$ cat config.mk
export PLATFORM = sky130hd
export DESIGN_NAME = vga_timing_ctrl
export DESIGN_NICKNAME = d
export VERILOG_FILES = /design/src/rtl/vga_timing_ctrl.sv
export SDC_FILE = /design/constraint.sdc
export NUM_CORES = 1
export LEC_CHECK = 0
export CAP_MARGIN = 20
export CORE_ASPECT_RATIO = 1.4
export CORE_UTILIZATION = 58
export CTS_CLUSTER_SIZE = 12
export DETAILED_ROUTE_END_ITERATION = 12
export GPL_TIMING_DRIVEN = 0
export HOLD_SLACK_MARGIN = 0.06
export MAX_ROUTING_LAYER = met4
export PLACE_DENSITY = 0.88
export RECOVER_POWER = 100
export SETUP_SLACK_MARGIN = 0.1
export SYNTH_ARGS = -nofsm -noshare
export SYNTH_HDL_FRONTEND = slang
export SYNTH_SLANG_ARGS = --single-unit
$ cat constraint.sdc
create_clock -name clk_i -period 3.52 [get_ports clk_i]
set_input_delay 0.704 -clock clk_i [delete_from_list [all_inputs] [get_ports clk_i]]
set_output_delay 0.704 -clock clk_i [all_outputs]
set_load 0.01 [all_outputs]
$ cat src/rtl/vga_timing_ctrl.sv
// -----------------------------------------------------------------------------
// vga_timing_ctrl
//
// Generates the VGA raster timing for a single pixel-clock domain. Two phase
// FSMs (horizontal and vertical) step through ACTIVE -> FRONT PORCH -> SYNC ->
// BACK PORCH. Each FSM keeps a counter that runs 0..len-1 inside the current
// phase. The vertical FSM advances only on the last back-porch pixel of a line.
//
// All outputs are Moore decodes of the state/counter registers. de_o, eol_o
// and eof_o are also gated by enable_i, so a frozen raster shows no video.
//
// Ports:
//   clk_i      in   pixel clock
//   rst_ni     in   asynchronous reset, active-low
//   enable_i   in   advance raster; 0 freezes all state
//   hsync_o    out  horizontal sync (HSYNC_POL while in H SYNC phase)
//   vsync_o    out  vertical sync (VSYNC_POL while in V SYNC phase)
//   de_o       out  data enable (H and V ACTIVE, qualified by enable_i)
//   eol_o      out  strobe on last active pixel of every active line
//   eof_o      out  strobe on last active pixel of last active line
//   h_phase_o  out  H FSM state: 0 ACTIVE, 1 FP, 2 SYNC, 3 BP
//   v_phase_o  out  V FSM state, same encoding
// -----------------------------------------------------------------------------
module vga_timing_ctrl #(
   parameter int H_ACTIVE  = 640,
   parameter int H_FP      = 16,
   parameter int H_SYNC    = 96,
   parameter int H_BP      = 48,
   parameter int V_ACTIVE  = 480,
   parameter int V_FP      = 10,
   parameter int V_SYNC    = 2,
   parameter int V_BP      = 33,
   parameter bit HSYNC_POL = 1'b0,
   parameter bit VSYNC_POL = 1'b0
) (
   input  logic       clk_i,
   input  logic       rst_ni,
   input  logic       enable_i,
   output logic       hsync_o,
   output logic       vsync_o,
   output logic       de_o,
   output logic       eol_o,
   output logic       eof_o,
   output logic [1:0] h_phase_o,
   output logic [1:0] v_phase_o
);

   typedef enum logic [1:0] {
      PH_ACTIVE = 2'd0,
      PH_FP     = 2'd1,
      PH_SYNC   = 2'd2,
      PH_BP     = 2'd3
   } phase_e;

   function automatic int max4(input int a, input int b, input int c, input int d);
      int m_ab;
      int m_cd;
      m_ab = (a > b) ? a : b;
      m_cd = (c > d) ? c : d;
      return (m_ab > m_cd) ? m_ab : m_cd;
   endfunction

   // One spare bit above the largest phase length keeps len-1 well inside range.
   localparam int H_MAX = max4(H_ACTIVE, H_FP, H_SYNC, H_BP);
   localparam int V_MAX = max4(V_ACTIVE, V_FP, V_SYNC, V_BP);
   localparam int H_CW  = $clog2(H_MAX) + 1;
   localparam int V_CW  = $clog2(V_MAX) + 1;

   // A zero-length phase would make the FSM skip a phase; refuse to elaborate.
   if ((H_ACTIVE < 1) || (H_FP < 1) || (H_SYNC < 1) || (H_BP < 1) ||
       (V_ACTIVE < 1) || (V_FP < 1) || (V_SYNC < 1) || (V_BP < 1)) begin : g_bad_len
      $error("vga_timing_ctrl: every phase length parameter must be >= 1");
   end

   // Successor of a phase in raster order.
   function automatic phase_e next_phase(input phase_e ph);
      case (ph)
         PH_ACTIVE: return PH_FP;
         PH_FP:     return PH_SYNC;
         PH_SYNC:   return PH_BP;
         PH_BP:     return PH_ACTIVE;
         default:   return PH_ACTIVE;
      endcase
   endfunction

   // Terminal horizontal count of a phase (its length minus one).
   function automatic logic [H_CW-1:0] h_last_cnt(input phase_e ph);
      case (ph)
         PH_ACTIVE: return H_CW'(H_ACTIVE - 1);
         PH_FP:     return H_CW'(H_FP - 1);
         PH_SYNC:   return H_CW'(H_SYNC - 1);
         PH_BP:     return H_CW'(H_BP - 1);
         default:   return H_CW'(H_ACTIVE - 1);
      endcase
   endfunction

   // Terminal vertical count of a phase (its length minus one).
   function automatic logic [V_CW-1:0] v_last_cnt(input phase_e ph);
      case (ph)
         PH_ACTIVE: return V_CW'(V_ACTIVE - 1);
         PH_FP:     return V_CW'(V_FP - 1);
         PH_SYNC:   return V_CW'(V_SYNC - 1);
         PH_BP:     return V_CW'(V_BP - 1);
         default:   return V_CW'(V_ACTIVE - 1);
      endcase
   endfunction

   phase_e            h_phase_r;
   phase_e            h_phase_s;
   phase_e            v_phase_r;
   phase_e            v_phase_s;
   logic [H_CW-1:0]   h_cnt_r;
   logic [H_CW-1:0]   h_cnt_s;
   logic [V_CW-1:0]   v_cnt_r;
   logic [V_CW-1:0]   v_cnt_s;
   logic              h_last_s;
   logic              v_last_s;
   logic              line_end_s;
   logic              h_act_s;
   logic              v_act_s;
   logic              last_act_px_s;
   logic              last_act_ln_s;

   // State register for both phase FSMs and their in-phase counters.
   always_ff @(posedge clk_i or negedge rst_ni) begin
      if (!rst_ni) begin
         h_phase_r <= PH_ACTIVE;
         h_cnt_r   <= {H_CW{1'b0}};
         v_phase_r <= PH_ACTIVE;
         v_cnt_r   <= {V_CW{1'b0}};
      end else begin
         h_phase_r <= h_phase_s;
         h_cnt_r   <= h_cnt_s;
         v_phase_r <= v_phase_s;
         v_cnt_r   <= v_cnt_s;
      end
   end

   // Next-state logic: H steps every enabled cycle, V steps on the line's last pixel.
   always_comb begin
      h_phase_s  = h_phase_r;
      h_cnt_s    = h_cnt_r;
      v_phase_s  = v_phase_r;
      v_cnt_s    = v_cnt_r;
      h_last_s   = (h_cnt_r == h_last_cnt(h_phase_r));
      v_last_s   = (v_cnt_r == v_last_cnt(v_phase_r));
      line_end_s = enable_i && (h_phase_r == PH_BP) && h_last_s;

      if (enable_i) begin
         if (h_last_s) begin
            h_cnt_s   = {H_CW{1'b0}};
            h_phase_s = next_phase(h_phase_r);
         end else begin
            h_cnt_s   = h_cnt_r + H_CW'(1);
            h_phase_s = h_phase_r;
         end
      end else begin
         h_cnt_s   = h_cnt_r;
         h_phase_s = h_phase_r;
      end

      // line_end_s already implies enable_i, so a frozen raster never moves V.
      if (line_end_s) begin
         if (v_last_s) begin
            v_cnt_s   = {V_CW{1'b0}};
            v_phase_s = next_phase(v_phase_r);
         end else begin
            v_cnt_s   = v_cnt_r + V_CW'(1);
            v_phase_s = v_phase_r;
         end
      end else begin
         v_cnt_s   = v_cnt_r;
         v_phase_s = v_phase_r;
      end
   end

   // Output decode straight from the registers; video strobes gated by enable_i.
   always_comb begin
      h_act_s       = (h_phase_r == PH_ACTIVE);
      v_act_s       = (v_phase_r == PH_ACTIVE);
      last_act_px_s = h_act_s && (h_cnt_r == H_CW'(H_ACTIVE - 1));
      last_act_ln_s = (v_cnt_r == V_CW'(V_ACTIVE - 1));

      hsync_o   = (h_phase_r == PH_SYNC) ? HSYNC_POL : ~HSYNC_POL;
      vsync_o   = (v_phase_r == PH_SYNC) ? VSYNC_POL : ~VSYNC_POL;
      de_o      = enable_i && h_act_s && v_act_s;
      eol_o     = enable_i && last_act_px_s && v_act_s;
      eof_o     = enable_i && last_act_px_s && v_act_s && last_act_ln_s;
      h_phase_o = h_phase_r;
      v_phase_o = v_phase_r;
   end

endmodule

# After elaboration in Yosys (flattened, before gate mapping)
# Index checks and enable logic that the tools add are counted.
# op_classes
addsub	2
n_eq_ne	10
muxes	8
reduce_logical	12
# ops
cell	n
$pmux 11 s4	1
$pmux 10 s4	1
$pmux 2 s4	2
$add 11x1->11 const B	1
$eq 11x10->1 const B	1
$eq 11x11->1	1
$mux 11	1
$add 10x1->10 const B	1
$eq 10x10->1	1
$eq 10x9->1 const B	1
$mux 10	1
$eq 2x2->1 const B	4
$logic_and 1x1->1	8
$eq 2x1->1 const B	2
$logic_not 2->1	2
$reduce_and 2->1	2
$mux 1	2
# totals
ff_bits	25
output_inout_bits	9
elab_cells	36

# Depth between registers and ports, before layout
# Gate-level depths: netlist (run 1).
# logic_depth
ltp_word	5
depth_mapped	8
ltp_nobuf	7

# Worst setup path after synthesis (run 1)
# No wires, ideal clock.
# synth_timing
path_kind	register to output
start	register h_cnt_r[0]
end	output eof_o
arrival_time_ns	2.155
setup_slack_ns	0.661
path_stages_with_launch	7
cell_sequence	dfrtp_1 -> ha_1 -> or4b_1 -> or2_1 -> buf_6 -> nor3_1 -> nor4b_1
# synth_via
elab_chain_len	5
# synth_lines
item	line	rtl
start, declared	112	logic [H_CW-1:0] h_cnt_r;
start signal, assigned	128	h_cnt_r <= {H_CW{1'b0}};
start signal, assigned	133	h_cnt_r <= h_cnt_s;
$eq 11x10->1	181	last_act_px_s = h_act_s && (h_cnt_r == H_CW'(H_ACTIVE - 1));
$logic_and 1x1->1	181	
$logic_and 1x1->1 (2 in series)	--	
named net eol_o	42	output logic eol_o,
$logic_and 1x1->1	188	eof_o = enable_i && last_act_px_s && v_act_s && last_act_ln_s;
end, declared	43	output logic eof_o,
# The timed path passes the listed nets, and every way through them passes these cells.

# Worst setup path after layout (run 1)
# layout_timing
start	register h_cnt_r[1]
end	output eof_o
# layout_via
elab_chain_len	5
# layout_lines
item	line
$eq 11x10->1	181
$logic_and 1x1->1	181
$logic_and 1x1->1 (3 in series)	188
# Every way passes these cells.

==> results.md, run 1 <==
Global route:
- The number of global-route vias before repair is 1277.
- The first global-routing pass estimated 5.354 mm of wire.
- The pin count of the biggest net entering global routing is 26.
- The global-route usage over all layers is 25.45%.
- The total overflow left after global routing is 0.
- The initial antenna violation count is 0.

Power:
- Power spread over the standard cell area amounts to 342.8 mW/mm2.
- Across the VDD grid, the largest voltage drop is 348.7 uV.
- The static leakage power is 0.7759 nW.

Final layout:
- Fill cells in the final layout number 199.
- The final-stage net count is 198.
- The area taken by flip-flops and latches is 625.6 um2.
- The non-filler instance count after layout is 218.
- Leaving out fill and tap cells, the most frequent cell in the layout is sky130_fd_sc_hd__dfrtp_1.
- The multi-input logic area is 847.1 um2.
- The repair_antennas step left the layout with diodes totalling 0.
- The area added between synthesis and finish is 9.871%.
- The top cell types in the final layout, fill and taps aside, are 25 x sky130_fd_sc_hd__dfrtp_1, 19 x sky130_fd_sc_hd__nand2_1, 14 x sky130_fd_sc_hd__nor2_1, 12 x sky130_fd_sc_hd__inv_1, 10 x sky130_fd_sc_hd__ha_1.
- At the end of the flow the core is filled with cells to 69.35%.
- In the final layout, the share of cells above drive strength 1 is 5.435%.

Placed design:
- The placement-stage worst setup slack is 206.2 ps.
- The number of buffers inserted by port buffering is 10.
- Summed over all nets, the half-perimeter wirelength after detailed placement is 2.389 mm.
- Routability-driven placement finished with a final weighted congestion of 0.8240.
- The number of instances in the placed design is 212.

Status:
- The flow ran to the end, and the final reports show no timing, DRC or antenna violations.

Synthesis:
- After technology mapping, the gate count stands at 168.
- After synthesis, the share of flip-flops with an asynchronous set or reset is 100.0%.
- Counting every net in the synthesized netlist gives 181.
- Yosys mapped the design onto 39 distinct sky130hd cell types.
- For this run, the number of Yosys warnings is 0.
- The synthesis-stage register bit count is 25.
- Sequential cells were found to cover 40.13% of the synthesized design area.
- The mean instance size in the synthesized netlist is 9.280 um2.
- The mapped cell area is 0.001559 mm2.
- The synthesized design contains 0 enable-type register cells.
- The most common flop cell mapped by yosys is sky130_fd_sc_hd__dfrtp_1.

Timing:
- The total count of hold-check failures in the final report is 0.
- The post-route clock period utilization is 91.63%.
- Setup repair after global routing left no endpoint under its margin.
- Setup violations remaining at the end of the flow were counted as 0.
- The relative max-transition margin is 22.76%.
- The max-slew violation count was 0.
- The fmax is 310.0 MHz.
- The slew of the pin with the lowest slew margin is 1148 ps.
- The worst setup skew after layout is 10.29 ps.
- After layout, the minimum clock period comes to 3226 ps.
- The final setup TNS is 0 ps.
- Once routing completed, OpenROAD measured the worst setup slack at 294.5 ps.

Floorplanning:
- The boundary pin count is 12.
- The floorplan has 21 rows.
- The initial utilization of the core area, before any placement, comes to 63.12%.
- In this run the standard cell core region covers 0.002470 mm2.
- From left edge to right edge, the die measures 45.82 um.
- The die covers 0.002902 mm2.
- The die height is 63.35 um.

Setup path:
- The timing startpoint of the critical path is h_cnt_r[1].
- Data on the critical path is required at its endpoint by 2820 ps.
- At the worst endpoint, the arrival time is 2520 ps.
- For this run, the slowest stage of the critical path takes 460 ps.
- The family of cells with the greatest summed delay on the critical path is simple AND/OR/NAND/NOR gates.
- The reg-to-reg startpoint is h_cnt_r[1].
- The maximum net fanout on the critical path is 5.
- STA classifies the critical path endpoint as a primary output.
- Traced cell by cell, the critical path runs through ha_1, or4b_1, or2_1, buf_6, nor3_2, nor4b_1, dlygate4sd2_1.
- The number of buffers and inverters on the critical path is 2.
- The critical path is of the flop to primary output type.
- The standard cell with the maximum stage delay on the critical path is sky130_fd_sc_hd__or4b_1.
- The kind of start point of the critical path is a flop.

Detailed routing:
- After detailed routing, the number of vias per cell comes to 5.679.
- The total DRC errors in the routed layout is 0.
- Dividing the detail-routed wire length by the instance count gives 14.31 um.
- The antenna violation net count after detailed routing is 0.
- Wires add up to 3.119 mm.
- For this block, the initial DRC count from the detailed router was 30.
- The overall via count from detail_route is 1238.
- The pre-antenna-repair detailed-routing pass consisted of 4 iterations.

Clock tree:
- The clock root buffer is sky130_fd_sc_hd__clkbuf_4.
- The number of buffers added to fix hold violations after cts is 0.
- Clock-pin slew was measured on the worst setup and hold paths at 130 ps.
- The clock latency on the worst-skew pair is 320 ps.
- Counting the buffers created by CTS gives 3.
- The clock tree from TritonCTS is done.
- The level count of the clock H-tree is 1.
- The number of sinks driven by the clock tree is 25.
- In this run the deepest clock path goes through 2 buffers.

Hold path:
- The path class of the tightest hold or removal check is flop to flop.
- The origin of the worst min-delay path is h_cnt_r[10].

Run:
- The tool flagged a number of max-cap violations equal to 0.
## logic make-up (layout without fill, tap and decap cells)
family          count (synthesis)  after routing  synth area share (%)
simple gates                   77             77                 28.01
flops                          25             25                 40.13
compound gates                 24             24                 10.03
buf+inv                        16             32                 4.334
xor+xnor                       12             12                 6.742
fa+ha+maj                      10             10                 8.026
mux                             4              4                 2.729
## power breakdown
part,switching [mW],internal (mW),total [mW]
clock network,0.0870,0.0444,0.131
logic,0.0556,0.0500,0.106
registers,0.0342,0.316,0.350
total,0.177,0.410,0.587
## flip-flops by register name, indices dropped and copies added (netlist names)
register	count
v_phase_o	2
h_phase_o	2
v_cnt_r	10
h_cnt_r	11
## cell usage after synthesis, types with 2 or more instances
cell type / instances / share of area, %
sky130_fd_sc_hd__nor4_4: 2 / 2.7
sky130_fd_sc_hd__nand2_1: 19 / 4.6
sky130_fd_sc_hd__xnor2_1: 4 / 2.2
sky130_fd_sc_hd__a22o_1: 2 / 1.1
sky130_fd_sc_hd__a31oi_1: 3 / 1.2
sky130_fd_sc_hd__nand2b_1: 2 / 0.80
sky130_fd_sc_hd__a21o_1: 3 / 1.4
sky130_fd_sc_hd__ha_1: 10 / 8.0
sky130_fd_sc_hd__nor2_1: 14 / 3.4
sky130_fd_sc_hd__dfrtp_1: 25 / 40
sky130_fd_sc_hd__o21ai_0: 5 / 1.6
sky130_fd_sc_hd__or3_1: 2 / 0.80
sky130_fd_sc_hd__nand3_1: 9 / 2.9
sky130_fd_sc_hd__a21oi_1: 6 / 1.9
sky130_fd_sc_hd__clkbuf_1: 3 / 0.72
sky130_fd_sc_hd__mux2i_1: 2 / 1.3
sky130_fd_sc_hd__inv_1: 12 / 2.9
sky130_fd_sc_hd__xor2_1: 8 / 4.5
sky130_fd_sc_hd__nand4_1: 6 / 2.4
sky130_fd_sc_hd__or4_1: 2 / 0.96
sky130_fd_sc_hd__nor3_1: 2 / 0.64
sky130_fd_sc_hd__o2bb2ai_1: 3 / 1.7
sky130_fd_sc_hd__and3_1: 7 / 2.8
sky130_fd_sc_hd__and2_1: 2 / 0.80
## area by class of cell
type / count / share of cell area [%]
flip-flops and latches: 25 / 36.52
plain buffers: 4 / 1.315
well taps: 34 / 2.484
multi-input cells: 127 / 49.45
repair buffers: 12 / 6.063
clock buffers: 4 / 1.534
inverters: 12 / 2.630
## path summary, 6_finish.rpt
| check | endpoint | slack (ps) | depth (start not counted) |
|---|---|---|---|
| setup / recovery | eof_o | 290 | 7 |
| hold / removal | h_cnt_r[10] | 480 | 1 |
| setup reg to reg | v_phase_o[1] | 510 | 7 |
| hold reg to reg | h_cnt_r[10] | 480 | 1 |
| max in group asynchronous | h_cnt_r[10] | 1730 | 2 |
| min in group asynchronous | v_cnt_r[5] | 790 | 1 |
## timing repair
action                     CTS  global route
resized for setup            2             1
setup endpoints to repair    1             2
buffers inserted             1             0
## layer usage
layer  global-route usage [%]  vias to the layer above  share of wire, %
met5                        -                        -                 0
met3                    2.579                        6               2.7
met1                    27.43                      587                39
met2                    44.64                       25                56
met4                    11.40                        0               2.1
li1                         -                      620                 -
## through the flow
stage               area, um2  hold WS [ps]  total power [mW]
global route             1713         493.3            0.6233
global placement         1702         457.6            0.4585
floorplan                1559         408.4            0.4338
detailed placement       1702         468.4            0.4679
finish                   1713         484.6            0.5872
CTS                      1739         490.4            0.5972
## worst reg2reg max path, stage by stage (launching register included)
cell,delay (ps)
sky130_fd_sc_hd__dfrtp_1,420
sky130_fd_sc_hd__ha_1,210
sky130_fd_sc_hd__or4b_1,460
sky130_fd_sc_hd__or2_1,230
sky130_fd_sc_hd__buf_6,130
sky130_fd_sc_hd__nor4_2,840
sky130_fd_sc_hd__and2b_1,280
sky130_fd_sc_hd__mux2_1,340
Note: power is estimated with default switching activity, not from simulation.
==> run 2: changes to the inputs <==
--- a/config.mk
+++ b/config.mk
@@ -5,6 +5,7 @@
 export SDC_FILE = /design/constraint.sdc
 export NUM_CORES = 1
 export LEC_CHECK = 0
+export ABC_CLOCK_PERIOD_IN_PS = 3520
 export CAP_MARGIN = 20
 export CORE_ASPECT_RATIO = 1.4
 export CORE_UTILIZATION = 58
==> results of run 2 <==
The final DEF is identical to that of run 1; final timing and power are the same.
